--- config.mk ---
export PLATFORM = sky130hd
export DESIGN_NAME = nv_nvdla_cacc_calc_param
export DESIGN_NICKNAME = d
export VERILOG_FILES = /design/src/rtl/nv_nvdla_cacc_calc_param.sv
export SDC_FILE = /design/constraint.sdc
export NUM_CORES = 1
export LEC_CHECK = 0
export ABC_AREA = 0
export CELL_PAD_IN_SITES_DETAIL_PLACEMENT = 0
export CELL_PAD_IN_SITES_GLOBAL_PLACEMENT = 1
export CORE_ASPECT_RATIO = 0.6
export CORE_MARGIN = 10
export CORE_UTILIZATION = 50
export CTS_CLUSTER_DIAMETER = 60
export DETAILED_ROUTE_END_ITERATION = 10
export DONT_BUFFER_PORTS = 1
export HOLD_SLACK_MARGIN = 0.05
export PLACE_DENSITY_LB_ADDON = 0.05
export SYNTH_ARGS = -nofsm -noshare
export SYNTH_HDL_FRONTEND = slang
export SYNTH_SLANG_ARGS = --single-unit
--- constraint.sdc ---
create_clock -name nvdla_core_clk -period 7.1 [get_ports nvdla_core_clk]
set_input_delay 0.71 -clock nvdla_core_clk [delete_from_list [all_inputs] [get_ports nvdla_core_clk]]
set_output_delay 0.71 -clock nvdla_core_clk [all_outputs]
set_load 0.01 [all_outputs]
--- src/rtl/nv_nvdla_cacc_calc_param.sv ---
// -----------------------------------------------------------------------------
// nv_nvdla_cacc_calc_param
// Two-stage accumulator calculation slice for the convolution accumulator.
//   S1: sign-extend in_data, add the (optionally masked) previous partial sum,
//       saturate to PSUM_DW.
//   S2: for final beats, arithmetic right shift by the per-beat truncate,
//       round half away from zero, saturate to OUT_DW. This stage is the
//       output register.
// A single advance signal (adv = ~out_valid | out_ready) moves both stages.
// Each stage holds its contents unchanged while stalled.
//
// Optional feature macro: NVDLA_CACC_SAT_CNT_EN
//   Defined   : sat_cnt counts saturation events and saturates at 16'hFFFF.
//               sat_cnt_clr clears the counter, and wins over an increment.
//   Undefined : the sat_cnt_clr port does not exist and sat_cnt is tied to 0.
//
// Ports
//   nvdla_core_clk, nvdla_core_rstn : clock, async active-low reset
//   cfg_truncate  [TRW]     : final right-shift, sampled with each beat
//   in_valid/in_ready       : input handshake (in_ready = adv)
//   in_sel                  : 1 = final beat, 0 = partial beat
//   in_data       [IN_DW]   : signed product sum
//   in_op         [PSUM_DW] : signed previous partial sum
//   in_op_valid             : 0 forces in_op to zero
//   out_valid/out_ready     : output handshake
//   out_is_final            : in_sel of the beat currently on the output
//   out_partial_data/_sat   : partial result (updated by partial beats only)
//   out_final_data/_sat     : final result (updated by final beats only)
//   sat_cnt       [16]      : saturation event count
//   sat_cnt_clr             : counter clear (macro builds only)
// -----------------------------------------------------------------------------
module nv_nvdla_cacc_calc_param #(
    parameter int unsigned IN_DW   = 22,
    parameter int unsigned PSUM_DW = 34,
    parameter int unsigned OUT_DW  = 32,
    parameter int unsigned TRW     = 5
) (
    input  logic                nvdla_core_clk,
    input  logic                nvdla_core_rstn,
    input  logic [TRW-1:0]      cfg_truncate,
    input  logic                in_valid,
    output logic                in_ready,
    input  logic                in_sel,
    input  logic [IN_DW-1:0]    in_data,
    input  logic [PSUM_DW-1:0]  in_op,
    input  logic                in_op_valid,
    output logic                out_valid,
    input  logic                out_ready,
    output logic                out_is_final,
    output logic [PSUM_DW-1:0]  out_partial_data,
    output logic                out_partial_sat,
    output logic [OUT_DW-1:0]   out_final_data,
    output logic                out_final_sat,
    output logic [15:0]         sat_cnt
`ifdef NVDLA_CACC_SAT_CNT_EN
    ,
    input  logic                sat_cnt_clr
`endif
);

    localparam int unsigned SUM_DW = PSUM_DW + 1;
    localparam int unsigned EXT_DW = SUM_DW - IN_DW;
    localparam int unsigned TOP_DW = SUM_DW - OUT_DW + 1;

    logic adv;
    logic accept;

    assign adv      = ~out_valid | out_ready;
    assign in_ready = adv;
    assign accept   = in_valid & adv;

    // ---------------- S1: add + partial saturation ----------------
    logic [SUM_DW-1:0]  sum_c;
    logic               psat_c;
    logic [PSUM_DW-1:0] pres_c;

    always_comb begin
        sum_c  = {{EXT_DW{in_data[IN_DW-1]}}, in_data}
               + (in_op_valid ? {in_op[PSUM_DW-1], in_op} : {SUM_DW{1'b0}});
        // overflow when the guard bit disagrees with the PSUM_DW sign bit
        psat_c = sum_c[SUM_DW-1] ^ sum_c[SUM_DW-2];
        pres_c = sum_c[PSUM_DW-1:0];
        if (psat_c) begin
            pres_c = sum_c[SUM_DW-1] ? {1'b1, {(PSUM_DW-1){1'b0}}}
                                     : {1'b0, {(PSUM_DW-1){1'b1}}};
        end
    end

    logic               s1_valid;
    logic               s1_sel;
    logic [TRW-1:0]     s1_trunc;
    logic [PSUM_DW-1:0] s1_data;
    logic               s1_psat;

    // S1 register; truncate is captured with the beat
    always_ff @(posedge nvdla_core_clk or negedge nvdla_core_rstn) begin
        if (!nvdla_core_rstn) begin
            s1_valid <= 1'b0;
            s1_sel   <= 1'b0;
            s1_trunc <= '0;
            s1_data  <= '0;
            s1_psat  <= 1'b0;
        end else if (adv) begin
            s1_valid <= in_valid;
            if (accept) begin
                s1_sel   <= in_sel;
                s1_trunc <= cfg_truncate;
                s1_data  <= pres_c;
                s1_psat  <= psat_c;
            end
        end
    end

    // ---------------- S2: shift / round / final saturation ----------------
    logic [PSUM_DW-1:0] shifted_c;
    logic [PSUM_DW-1:0] mask_c;
    logic               guide_c;
    logic               sticky_c;
    logic               rnd_c;
    logic [SUM_DW-1:0]  rounded_c;
    logic [TOP_DW-1:0]  top_c;
    logic               fsat_c;
    logic [OUT_DW-1:0]  fres_c;

    always_comb begin
        shifted_c = $signed(s1_data) >>> s1_trunc;
        // mask_c covers every bit shifted out; its top bit is the guide
        mask_c    = (PSUM_DW'(1) << s1_trunc) - PSUM_DW'(1);
        guide_c   = |(s1_data & (mask_c ^ (mask_c >> 1)));
        sticky_c  = |(s1_data & (mask_c >> 1));
        // a floor-shifted negative exact half already sits away from zero
        rnd_c     = guide_c & (~s1_data[PSUM_DW-1] | sticky_c);
        rounded_c = {shifted_c[PSUM_DW-1], shifted_c} + SUM_DW'(rnd_c);
        // fits OUT_DW only if all bits from the OUT_DW sign bit upward agree
        top_c     = rounded_c[SUM_DW-1:OUT_DW-1];
        fsat_c    = ~((&top_c) | ~(|top_c));
        fres_c    = rounded_c[OUT_DW-1:0];
        if (fsat_c) begin
            fres_c = rounded_c[SUM_DW-1] ? {1'b1, {(OUT_DW-1){1'b0}}}
                                         : {1'b0, {(OUT_DW-1){1'b1}}};
        end
    end

    // S2 / output register; only the field group matching the beat updates
    always_ff @(posedge nvdla_core_clk or negedge nvdla_core_rstn) begin
        if (!nvdla_core_rstn) begin
            out_valid        <= 1'b0;
            out_is_final     <= 1'b0;
            out_partial_data <= '0;
            out_partial_sat  <= 1'b0;
            out_final_data   <= '0;
            out_final_sat    <= 1'b0;
        end else if (adv) begin
            out_valid <= s1_valid;
            if (s1_valid) begin
                out_is_final <= s1_sel;
                if (s1_sel) begin
                    out_final_data <= fres_c;
                    out_final_sat  <= fsat_c;
                end else begin
                    out_partial_data <= s1_data;
                    out_partial_sat  <= s1_psat;
                end
            end
        end
    end

`ifdef NVDLA_CACC_SAT_CNT_EN
    logic sat_evt;

    assign sat_evt = out_valid & out_ready
                   & (out_is_final ? out_final_sat : out_partial_sat);

    // saturation event counter, sticks at all-ones
    always_ff @(posedge nvdla_core_clk or negedge nvdla_core_rstn) begin
        if (!nvdla_core_rstn) begin
            sat_cnt <= '0;
        end else if (sat_cnt_clr) begin
            sat_cnt <= '0;
        end else if (sat_evt && (sat_cnt != 16'hFFFF)) begin
            sat_cnt <= sat_cnt + 16'd1;
        end
    end
`else
    assign sat_cnt = 16'd0;
`endif

endmodule

; After elaboration in Yosys (flattened, before gate mapping)
; Cells that the tools add are included.
[classes]
n_addsub = 3
shifts = 2
mux = 5
n_bitwise = 14
reduce_logical = 8
[ops]
columns = cell, count
row1 = 34-bit 2-to-1 mux, 2
row2 = 34-bit OR reduction, 2
row3 = 32-bit 2-to-1 mux, 2
row4 = 34-bit by 2-bit adder with 35-bit output, 1
row5 = 35-bit adder, 1
row6 = 35-bit 2-to-1 mux, 1
row7 = 34-bit by 33-bit bitwise AND with 34-bit output, 1
row8 = 34-bit bitwise AND, 1
row9 = 1-bit by 5-bit << shifter with 34-bit output (first input constant), 1
row10 = 34-bit by 5-bit >>> shifter with 34-bit output, 1
row11 = 34-bit by 2-bit subtractor with 34-bit output (second input constant), 1
row12 = 34-bit by 33-bit bitwise XOR with 34-bit output, 1
row13 = 3-bit AND reduction, 2
row14 = 1-bit NOT, 5
row15 = 2-bit AND reduction, 2
row16 = 4-bit AND reduction, 1
row17 = 4-bit OR reduction, 1
row18 = 1-bit OR, 3
row19 = 1-bit bitwise AND, 2
row20 = 1-bit bitwise XOR, 1
[word_totals]
regBits = 112
inputBits = 67
output_inout_bits = 87
wordCells = 43

; Logic depth before layout (Yosys ltp)
; Gate-level depths: netlist of run 1.
[logic_depth]
ltp_word = 11
ltp_mapped = 33
ltp_nobuf = 23

; Worst setup path before layout of run 1
; Ideal clock, no wire load.
[synth_path]
path_type = register -> register
startpoint = reg s1_trunc[0]
endpoint = reg out_final_data[23]
setup_ns = 0.126
t_arrival_ns = 5.623
setup_slack_ns = 1.351
stages_incl_launch_ff = 32
path_buffers = 11
synth_period_minus_slack_ns = 5.749
path_cell_list = dfrtp_1 -> buf_6 -> buf_12 -> buf_12 -> buf_12 -> buf_12 -> buf_8 -> buf_4 -> clkbuf_1 -> nand3_1 -> ha_1 -> nor2_1 -> a21oi_1 -> o21ai_0 -> o22ai_1 -> a221o_1 -> a2111oi_0 -> nand4_1 -> nor2_1 -> a41oi_1 -> ha_1 -> ha_1 -> nor4b_2 -> and4_1 -> buf_2 -> a31o_1 -> nand2_1 -> nand3_2 -> and3_1 -> buf_4 -> buf_4 -> a221o_1
[synth_between]
elab_chain_cells = 11
elab_cells_between_ends = 17
[synth_lines]
columns = item, line
row1 = from (decl), 91  ; logic [TRW-1:0] s1_trunc;
row2 = from (signal assigned), 107  ; s1_trunc <= cfg_truncate;
row3 = 1-bit by 5-bit << shifter with 34-bit output, 128  ; mask_c = (PSUM_DW'(1) << s1_trunc) - PSUM_DW'(1);
row4 = 34-bit by 2-bit subtractor with 34-bit output, 128
row5 = 34-bit by 33-bit bitwise XOR with 34-bit output or 34-bit by 33-bit bitwise AND with 34-bit output (tied branches), "129, 130"
row6 = 34-bit bitwise AND or 34-bit OR reduction (tied branches), "129, 130"
row7 = 34-bit OR reduction or 1-bit OR (tied branches), "129, 132"
row8 = 1-bit bitwise AND, 132  ; rnd_c = guide_c & (~s1_data[PSUM_DW-1] | sticky_c);
row9 = 34-bit by 2-bit adder with 35-bit output (*), 133  ; rounded_c = {shifted_c[PSUM_DW-1], shifted_c} + SUM_DW'(rnd_c);
row10 = 4-bit OR reduction, 136  ; fsat_c = ~((&top_c) | ~(|top_c));
row11 = 1-bit NOT, 136
row12 = 1-bit OR, 136
row13 = 32-bit 2-to-1 mux (*), 138  ; if (fsat_c) begin
row14 = to (signal assigned), 158  ; out_final_data <= fres_c;
row15 = to (decl), 52  ; output logic [OUT_DW-1:0] out_final_data,
; Mark *: on every way between the ends. The rest lies on a longest branch, timed or not.
; A chain may end at the register's enable or synchronous reset.

; Worst setup path in the final report of run 1
[layout_path]
startpoint = reg s1_trunc[2]
endpoint = reg out_final_data[7]
; Same word-level chain as after synthesis.

==> summary.txt, run 1 <==
Global route
  • Antenna violations before repair: 0
  • Largest net degree at the start of global routing: 113
  • First-pass GRT wire length: 65.7 mm
  • Number of global-route vias before repair: 9745
  • Overflow after GRT: 0
  • Global Route Usage Sum: 29.0%

Die
  • Core area: 22400 µm²
  • Initial Utilization: 51.6%
  • # rows: 42
  • Die area: 29800 µm²
  • Die Span Y: 138 µm
  • DIE WIDTH: 216 µm
  • Boundary pin count: 154

Cells and area
  • Commonest non-fill, non-tap cell in the layout: nand2_1
  • Layout cells sized above 1: 13.6%
  • Final Core Density: 52.9%
  • Nets: 1366
  • P&R area growth vs syn: 2.41%
  • Non-Filler Instances: 1574
  • Filler cells: 2172
  • Inserted Diodes: 0
  • Design area: 11800 µm²
  • Commonest non-fill, non-tap cells in the layout: nand2_1, o21ai_0, dfrtp_1

Setup path
  • Worst-case register-to-register setup slack: 0.41 ns
  • Cells on worst reg2reg path: 23
  • Worst setup EP type: flop
  • WP data arrival: 6.95 ns
  • Critical path type: reg -> reg
  • Type of origin of the critical path: flop
  • Required time of the worst setup path: 7.36 ns
  • Crit Path Max Fanout: 19
  • R2R Path End: out_final_data[7]$_DFFE_PN0P_
  • Worst r2r src: s1_trunc[2]$_DFFE_PN0P_

Drt
  • DR vias: 10800
  • Vias per cell: 6.85
  • DRT iter0 DRCs: 1495
  • Routed Antenna Nets: 0
  • DR WL/cell: 28.0 µm
  • Total wire length: 44.0 mm
  • Post-route DRC violation count: 0
  • First drt pass iteration count: 5

Power
  • Combinational power share: 51.3%
  • Static leakage: 4.80 nW
  • Internal: 2.01 mW
  • Switching pwr: 2.03 mW
  • Power density cells: 342 nW/µm²
  • Worst VDD drop: 0.189 mV
  • Clock network fraction of total power: 13.8%
  • Switching share of power: 50.2%
  • Flop pwr share: 34.9%

STA
  • Min Tclk post-route: 6.69 ns
  • Slew Limit Fails: 0
  • Final worst path period share: 94.3%
  • Slew margin rel.: 15.4%
  • Fmax achieved: 0.149 GHz
  • Fin. Hold Viols: 0
  • RSZ-0062 raised after global routing: false
  • # setup viols final: 0
  • Setup TNS Final: 0 ns
  • Final Skew: 0.0108 ns
  • Worst slew pin tran: 1.26 ns

Logic synthesis
  • FF+latch count, synth: 112
  • Count of warnings emitted by yosys: 0
  • Post-synth EDFFs: 0
  • Cell Area, Synth: 11600 µm²
  • Average size of a mapped cell: 8.64 µm²
  • Mapped Cells: 1337
  • Sequential area share after synthesis: 24.3%
  • Asr flop ratio synth: 100%
  • Top_reg_cell synth: dfrtp_1
  • Count of distinct cell types in the synthesized netlist: 92

Place
  • DP HPWL: 33.6 mm
  • RePlAce Congestion: 1.06
  • Port Buffers: 0
  • Cells after DPL: 1557
  • Post-DP Area: 11500 µm²

CTS
  • Register clock-pin slew on the reported worst setup and hold paths: 0.08 ns
  • Sink Count: 112
  • CTS root buf: clkbuf_16
  • CTS H-tree lvls: 3
  • Num CTS Buffers: 9
  • CTS tree: yes
  • Max clock buf depth: 2
  • Clock Latency Late Sink: 0.37 ns

Worst hold path
  • Worst hold path type: in -> async

Outcome
  • Status: complete, no violations

Flow run
  • Max-Cap Viols: 0
## critical path: stages, from the launching register on
cell and delay, ns:
dfrtp_2 0.42, or2_2 0.39, nor2_1 0.21, nand3_1 0.13
ha_1 0.38, buf_4 0.25, nor4_1 0.34, a21oi_1 0.10
o21ai_0 0.39, o22ai_1 0.12, a221o_1 0.33, a2111oi_0 0.52
nand4_1 0.15, nor2_1 0.13, a41oi_1 0.19, ha_1 0.29
ha_1 0.23, nor4b_2 0.21, and4_1 0.38, a31o_1 0.26
nand2_1 0.12, nand3_2 0.14, and3_1 0.49, a221o_1 0.40
## power by group through the flow
stage / Clock [mW] / Combinational [mW] / Sequential, mW
after floorplan: 0 / 1.60 / 1.11
after global placement: 0 / 1.97 / 1.41
after detailed placement: 0 / 1.96 / 1.41
after CTS: 0.569 / 1.98 / 1.40
after global routing: 0.591 / 2.20 / 1.44
final: 0.556 / 2.07 / 1.41
## worst max-delay path by stage
stage / from / to / slack [ns]
6_report: s1_trunc[2]$_DFFE_PN0P_ / out_final_data[7]$_DFFE_PN0P_ / 0.41
3_5_place_dp: s1_trunc[2]$_DFFE_PN0P_ / out_final_data[7]$_DFFE_PN0P_ / 0.65
2_1_floorplan: s1_trunc[0]$_DFFE_PN0P_ / out_final_data[23]$_DFFE_PN0P_ / 1.35
4_1_cts: s1_trunc[2]$_DFFE_PN0P_ / out_final_data[7]$_DFFE_PN0P_ / 0.66
5_1_grt: s1_trunc[4]$_DFFE_PN0P_ / out_final_data[7]$_DFFE_PN0P_ / 0.04
3_3_place_gp: s1_trunc[2]$_DFFE_PN0P_ / out_final_data[8]$_DFFE_PN0P_ / 0.78
## cells by family (layout without fill, tap and decap cells)
family,Yosys count,count (layout),share of synthesized area (%)
AOI/OAI and AO/OA,397,397,23.3
muxes,130,130,16.9
buffers and inverters,178,92,8.14
other,1,16,0.0324
xor gates and xnor gates,64,64,4.85
and+or+nand+nor,404,404,17.2
adders and majority gates,51,51,5.30
DFF,112,112,24.3
## cells in the mapped netlist, drive strengths merged, types with 7 or more instances
library cell	count	share of area, %
and2	39	2.1
a21o	15	0.97
nor2	106	3.5
nand3	29	1.3
nand2b	15	0.81
xnor2	35	2.7
mux2i	40	3.5
a221o	23	2.0
clkbuf	73	2.4
and3	7	0.38
mux4	47	9.3
dfrtp	112	24
or3	8	0.48
o21a	7	0.45
nand4	7	0.43
a21oi	64	2.8
inv	41	1.3
maj3	13	1.1
xor2	29	2.2
o211ai	13	0.84
nor2b	10	0.54
nor4	9	1.0
mux2	43	4.2
buf	63	4.4
or2	8	0.43
a22o	19	1.4
nor3	28	1.3
ha	37	4.0
a31oi	17	1.1
o31ai	8	0.52
o21ai	113	4.9
nand2	127	4.1
o22ai	21	1.1
a211oi	29	1.9
## layer usage
layer	part of all wire, %	track usage, %	wire [µm]	vias to the layer above
met5	0	0	0	-
met4	1.0	3.56	453	0
met3	16	14.3	7180	44
met2	36	34.7	15700	729
met1	47	44.5	20600	5230
li1	-	-	-	4779
## sequential cells by signal, indices dropped and copies added, names as in the netlist
register,flops
s1_sel,1
out_partial_sat,1
s1_data,34
out_partial_data,34
s1_valid,1
s1_trunc,5
out_final_sat,1
out_final_data,32
out_valid,1
out_is_final,1
s1_psat,1
## through the flow
step | hold WS [ns] | total power [mW] | worst slack [ns]
floorplan | 0.414 | 2.71 | 1.35
global placement | 0.418 | 3.38 | 0.776
detailed placement | 0.418 | 3.37 | 0.647
CTS | 0.295 | 3.95 | 0.660
global route | 0.310 | 4.23 | 0.0425
finish | 0.271 | 4.04 | 0.408
## what timing repair did
action,4_1_cts,5_1_grt
buffers inserted,0,0
gates resized for setup,0,0
endpoints found under the hold margin,112,0
hold buffers,1,0
## layout make-up
class	instances	area, µm²	share of cell area (%)
multi-input combinational	1062	7880	66.6
clock buffer	10	239	2.02
timing repair buffer	34	275	2.33
tap	308	385	3.26
inverter	42	158	1.33
clock inverter	6	87.6	0.740
sequential	112	2810	23.7
(Power assumes the default switching activity.)
==> inputs of run 2 (changes only) <==
--- a/config.mk
+++ b/config.mk
@@ -15,7 +15,8 @@
 export DETAILED_ROUTE_END_ITERATION = 10
 export DONT_BUFFER_PORTS = 1
 export HOLD_SLACK_MARGIN = 0.05
-export PLACE_DENSITY_LB_ADDON = 0.05
+export PLACE_DENSITY_LB_ADDON = 0.25
+export SLEW_MARGIN = 20
 export SYNTH_ARGS = -nofsm -noshare
 export SYNTH_HDL_FRONTEND = slang
 export SYNTH_SLANG_ARGS = --single-unit
==> summary.txt, run 2 (synthesis results as in run 1) <==
Die
  • # rows: 42
  • Core area: 22400 µm²
  • Die Span Y: 138 µm
  • DIE WIDTH: 216 µm
  • Initial Utilization: 51.6%
  • Die area: 29800 µm²
  • Boundary pin count: 154

Drt
  • DRT iter0 DRCs: 1564
  • Routed Antenna Nets: 0
  • Post-route DRC violation count: 0
  • Total wire length: 44.0 mm
  • DR vias: 10800
  • DR WL/cell: 28.0 µm
  • Vias per cell: 6.84
  • First drt pass iteration count: 5

STA
  • Slew margin rel.: 16.9%
  • RSZ-0062 raised after global routing: false
  • Min Tclk post-route: 6.61 ns
  • Fin. Hold Viols: 0
  • Final Skew: 0.00769 ns
  • # setup viols final: 0
  • Worst slew pin tran: 1.23 ns
  • Fmax achieved: 0.151 GHz
  • Final worst path period share: 93.1%
  • Slew Limit Fails: 0
  • Setup TNS Final: 0 ns

Cells and area
  • Commonest non-fill, non-tap cell in the layout: nand2_1
  • Commonest non-fill, non-tap cells in the layout: nand2_1, o21ai_0, dfrtp_1
  • Layout cells sized above 1: 13.6%
  • P&R area growth vs syn: 2.35%
  • Largest regs: out_partial_data: 34 flops, s1_data: 34 flops, out_final_data: 32 flops
  • Inserted Diodes: 0
  • Nets: 1366
  • Final Core Density: 52.8%
  • Non-Filler Instances: 1574
  • Design area: 11800 µm²

Setup path
  • WP data arrival: 6.88 ns
  • Cell Chain, Critical Path: or2_2 > nor3_1 > buf_4 > inv_1 > ha_1 > nor2_1 > a21oi_1 > o21ai_0 > o22ai_1 > a221o_1 > a2111oi_0 > nand4_1 > nor2_1 > a41oi_1 > ha_1 > ha_1 > nor4b_2 > and4_1 > a31o_1 > nand2_1 > nand3_2 > and3_1 > a221o_1
  • Worst-case register-to-register setup slack: 0.49 ns
  • Cells on worst reg2reg path: 23
  • Cell count along the critical path: 23
  • Worst setup EP type: flop
  • Required time of the worst setup path: 7.37 ns
  • Slowest library cell on the worst path: and3_1
  • Worst Setup SP: s1_trunc[3]$_DFFE_PN0P_
  • Crit path largest cell delay: 0.49 ns
  • CP dominant cell by count: ha_1
  • Critical path type: reg -> reg
  • R2R Path End: out_final_data[27]$_DFFE_PN0P_
  • Top Family by Delay on Critical Path: simple AND/OR/NAND/NOR gates
  • Type of origin of the critical path: flop
  • Crit Path Max Fanout: 19
  • Crit path buf inv count: 2
  • Worst r2r src: s1_trunc[3]$_DFFE_PN0P_

Power
  • Pwr Total: 4.01 mW
  • Power density cells: 339 nW/µm²
  • Worst VDD drop: 0.191 mV
  • Static leakage: 4.80 nW

Place
  • RePlAce Congestion: 1.02
  • Cells after DPL: 1557
  • DP HPWL: 33.2 mm
  • Post-DP Area: 11500 µm²
  • Port Buffers: 0

Worst hold path
  • Worst hold path type: in -> async

Global route
  • Antenna violations before repair: 1
  • Number of global-route vias before repair: 9743
  • Global Route Usage Sum: 28.8%
  • Largest net degree at the start of global routing: 113
  • Overflow after GRT: 0
  • First-pass GRT wire length: 65.2 mm

CTS
  • # Post-CTS Setup Buffers: 0
  • Cts hold-fix bufs: 1
  • CTS H-tree lvls: 3
  • Post_cts resized: 0
  • Max clock buf depth: 2
  • CTS tree: yes
  • Sink Count: 112
  • Clock Latency Late Sink: 0.39 ns
  • Register clock-pin slew on the reported worst setup and hold paths: 0.08 ns
  • Num CTS Buffers: 9
  • CTS root buf: clkbuf_16

Outcome
  • Status: complete, no violations

Flow run
  • Max-Cap Viols: 0
[run 2: per-layer routing]
metal | global-route usage [%] | wire length, µm | vias up
met5 | 0 | 0 | -
met4 | 4.56 | 624 | 0
met3 | 13.0 | 6960 | 74
met2 | 33.9 | 15500 | 716
met1 | 45.3 | 20900 | 5212
li1 | - | - | 4760
[run 2: worst max-delay path by stage]
stage | end | slack, ns
floorplan | out_final_data[23]$_DFFE_PN0P_ | 1.35
global route | out_final_data[20]$_DFFE_PN0P_ | 0.14
detailed placement | out_final_data[27]$_DFFE_PN0P_ | 0.66
CTS | out_final_data[27]$_DFFE_PN0P_ | 0.63
global placement | out_final_data[9]$_DFFE_PN0P_ | 0.74
finish | out_final_data[27]$_DFFE_PN0P_ | 0.49
[run 2: per-stage QoR]
step	hold WS (ns)	setup slack [ns]
floorplan	0.414	1.35
global placement	0.418	0.737
detailed placement	0.418	0.662
CTS	0.281	0.625
global route	0.299	0.144
finish	0.265	0.489
[run 2: final cells by class]
cell class	instances	area, µm²
Multi-Input combinational cell	1062	7880
Fill cell	2185	10600
Timing Repair Buffer	34	288
Clock inverter	6	67.6
Clock buffer	10	239
Sequential cell	112	2810
Tap cell	308	385
Inverter	42	158
[run 2: report_power, final]
part           leakage (nW)  total, mW  switching (mW)  internal [mW]
logic                  3.31       2.06            1.22          0.840
registers              1.34       1.41           0.530          0.881
clock network         0.150      0.535           0.276          0.259
==> inputs of run 3 (changes only) <==
--- a/config.mk
+++ b/config.mk
@@ -6,11 +6,9 @@
 export NUM_CORES = 1
 export LEC_CHECK = 0
 export ABC_AREA = 0
-export CELL_PAD_IN_SITES_DETAIL_PLACEMENT = 0
-export CELL_PAD_IN_SITES_GLOBAL_PLACEMENT = 1
 export CORE_ASPECT_RATIO = 0.6
 export CORE_MARGIN = 10
-export CORE_UTILIZATION = 50
+export CORE_UTILIZATION = 60
 export CTS_CLUSTER_DIAMETER = 60
 export DETAILED_ROUTE_END_ITERATION = 10
 export DONT_BUFFER_PORTS = 1
==> summary.txt, run 3 (synthesis results as in run 1) <==
Cells and area
  • Commonest non-fill, non-tap cells in the layout: nand2_1, o21ai_0, dfrtp_1
  • P&R area growth vs syn: 1.40%
  • Non-Filler Instances: 1508
  • Layout cells sized above 1: 13.5%
  • Nets: 1362
  • Inserted Diodes: 0
  • Commonest non-fill, non-tap cell in the layout: nand2_1
  • Filler cells: 1654
  • Largest regs: out_partial_data: 34 flops, s1_data: 34 flops, out_final_data: 32 flops

Drt
  • First drt pass iteration count: 8
  • DRT iter0 DRCs: 1848
  • Post-route DRC violation count: 0
  • DR vias: 10900
  • Vias per cell: 7.20
  • Routed Antenna Nets: 0
  • DR WL/cell: 27.3 µm
  • Total wire length: 41.1 mm

Die
  • Initial Utilization: 60.9%
  • Core area: 19000 µm²
  • Die Span Y: 128 µm
  • DIE WIDTH: 199 µm
  • # rows: 39
  • Die area: 25400 µm²
  • Boundary pin count: 154

Power
  • Worst VDD drop: 0.264 mV
  • Static leakage: 4.78 nW
  • Power density cells: 338 nW/µm²

CTS
  • CTS root buf: clkbuf_16
  • Register clock-pin slew on the reported worst setup and hold paths: 0.09 ns
  • Max clock buf depth: 2
  • # Post-CTS Setup Buffers: 0
  • Clock Latency Late Sink: 0.38 ns
  • Num CTS Buffers: 9
  • Sink Count: 112
  • CTS tree: yes
  • CTS H-tree lvls: 3

Place
  • DP HPWL: 31.1 mm
  • RePlAce Congestion: 1.05
  • Port Buffers: 0
  • Cells after DPL: 1491
  • Pre-CTS setup slack: 0.611 ns

STA
  • Hold slack: 0.224 ns
  • RSZ-0062 raised after global routing: false
  • Final Skew: 0.0163 ns
  • Fin. Hold Viols: 0
  • # setup viols final: 0
  • Min Tclk post-route: 6.58 ns
  • Slew margin rel.: 28.8%
  • Final worst path period share: 92.7%
  • Slew Limit Fails: 0
  • Worst slew pin tran: 1.06 ns
  • Setup TNS Final: 0 ns
  • Fmax achieved: 0.152 GHz
  • Final setup margin: 0.519 ns

Setup path
  • Crit Path Max Fanout: 20
  • WP data arrival: 6.83 ns
  • Worst setup EP type: flop
  • Required time of the worst setup path: 7.34 ns
  • Critical path type: reg -> reg
  • Worst-case register-to-register setup slack: 0.52 ns
  • Type of origin of the critical path: flop

Global route
  • Largest net degree at the start of global routing: 113
  • First-pass GRT wire length: 62.1 mm
  • Overflow after GRT: 0
  • Number of global-route vias before repair: 9836
  • Global Route Usage Sum: 31.6%
  • Antenna violations before repair: 0

Worst hold path
  • Worst hold path type: in -> async

Outcome
  • Status: complete, no violations

Flow run
  • Max-Cap Viols: 0
[run 3: area by class of cell]
cell class / count / area, µm² / share of cell area [%]
clock buffer: 10 / 239 / 2.04
sequential: 112 / 2810 / 24.0
tap: 246 / 308 / 2.63
timing repair buffer: 30 / 245 / 2.09
multi-input combinational: 1062 / 7890 / 67.3
inverter: 42 / 158 / 1.35
clock inverter: 6 / 70.1 / 0.598
[run 3: routing by layer]
layer | global-route usage [%] | part of all wire (%) | wire length [µm] | vias up
met5 | 0 | 0 | 0 | -
met4 | 4.64 | 1.3 | 543 | 0
met3 | 13.8 | 17 | 6810 | 63
met2 | 39.6 | 38 | 15500 | 813
met1 | 48.4 | 44 | 18300 | 5214
li1 | - | - | - | 4764
[run 3: per-stage QoR]
stage               utilization (%)  total power [mW]  instance area, µm²
finish                         61.7              3.96               11700
floorplan                         -              2.71               11600
global route                   61.7              4.14               11700
global placement               59.9              3.30               11400
CTS                            61.7              3.87               11700
detailed placement             59.9              3.31               11400
[run 3: what timing repair did]
action | CTS | global route
endpoints found under the setup margin | 0 | 19
endpoints found under the hold margin | 112 | 0
hold buffers | 1 | 0
resized for setup | 0 | 1
[run 3: worst paths after layout]
path,startpoint,end,cells after the start
min in group nvdla_core_clk,cfg_truncate[1],s1_trunc[1]$_DFFE_PN0P_,2
setup reg to reg,s1_trunc[2]$_DFFE_PN0P_,out_final_data[21]$_DFFE_PN0P_,23
max in group asynchronous,nvdla_core_rstn,s1_trunc[1]$_DFFE_PN0P_,1
hold / removal,nvdla_core_rstn,out_partial_data[1]$_DFFE_PN0P_,1
setup / recovery,s1_trunc[2]$_DFFE_PN0P_,out_final_data[21]$_DFFE_PN0P_,23
hold reg to reg,s1_valid$_DFFE_PN0N_,out_valid$_DFFE_PN0N_,2
[run 3: worst max-delay path, cell delays in order (launching register included)]
cell and delay [ns]:
dfrtp_2 0.52, or2_2 0.43, nor2_1 0.24, nand3_1 0.12, ha_1 0.36, buf_4 0.28
nor2_1 0.25, a21oi_1 0.11, o21ai_0 0.35, o22ai_1 0.15, a221o_1 0.29, a2111oi_0 0.40
nand4_1 0.15, nor2_1 0.11, a41oi_1 0.16, ha_1 0.28, ha_1 0.23, nor4b_2 0.21
and4_1 0.39, a31o_1 0.27, nand2_1 0.11, nand3_2 0.14, and3_1 0.49, a221o_1 0.40
[run 3: where the power goes]
group	internal, mW	total, mW	leakage (nW)	switching (mW)
combinational	0.832	2.03	3.29	1.20
sequential	0.882	1.38	1.34	0.501
clock	0.260	0.541	0.151	0.281
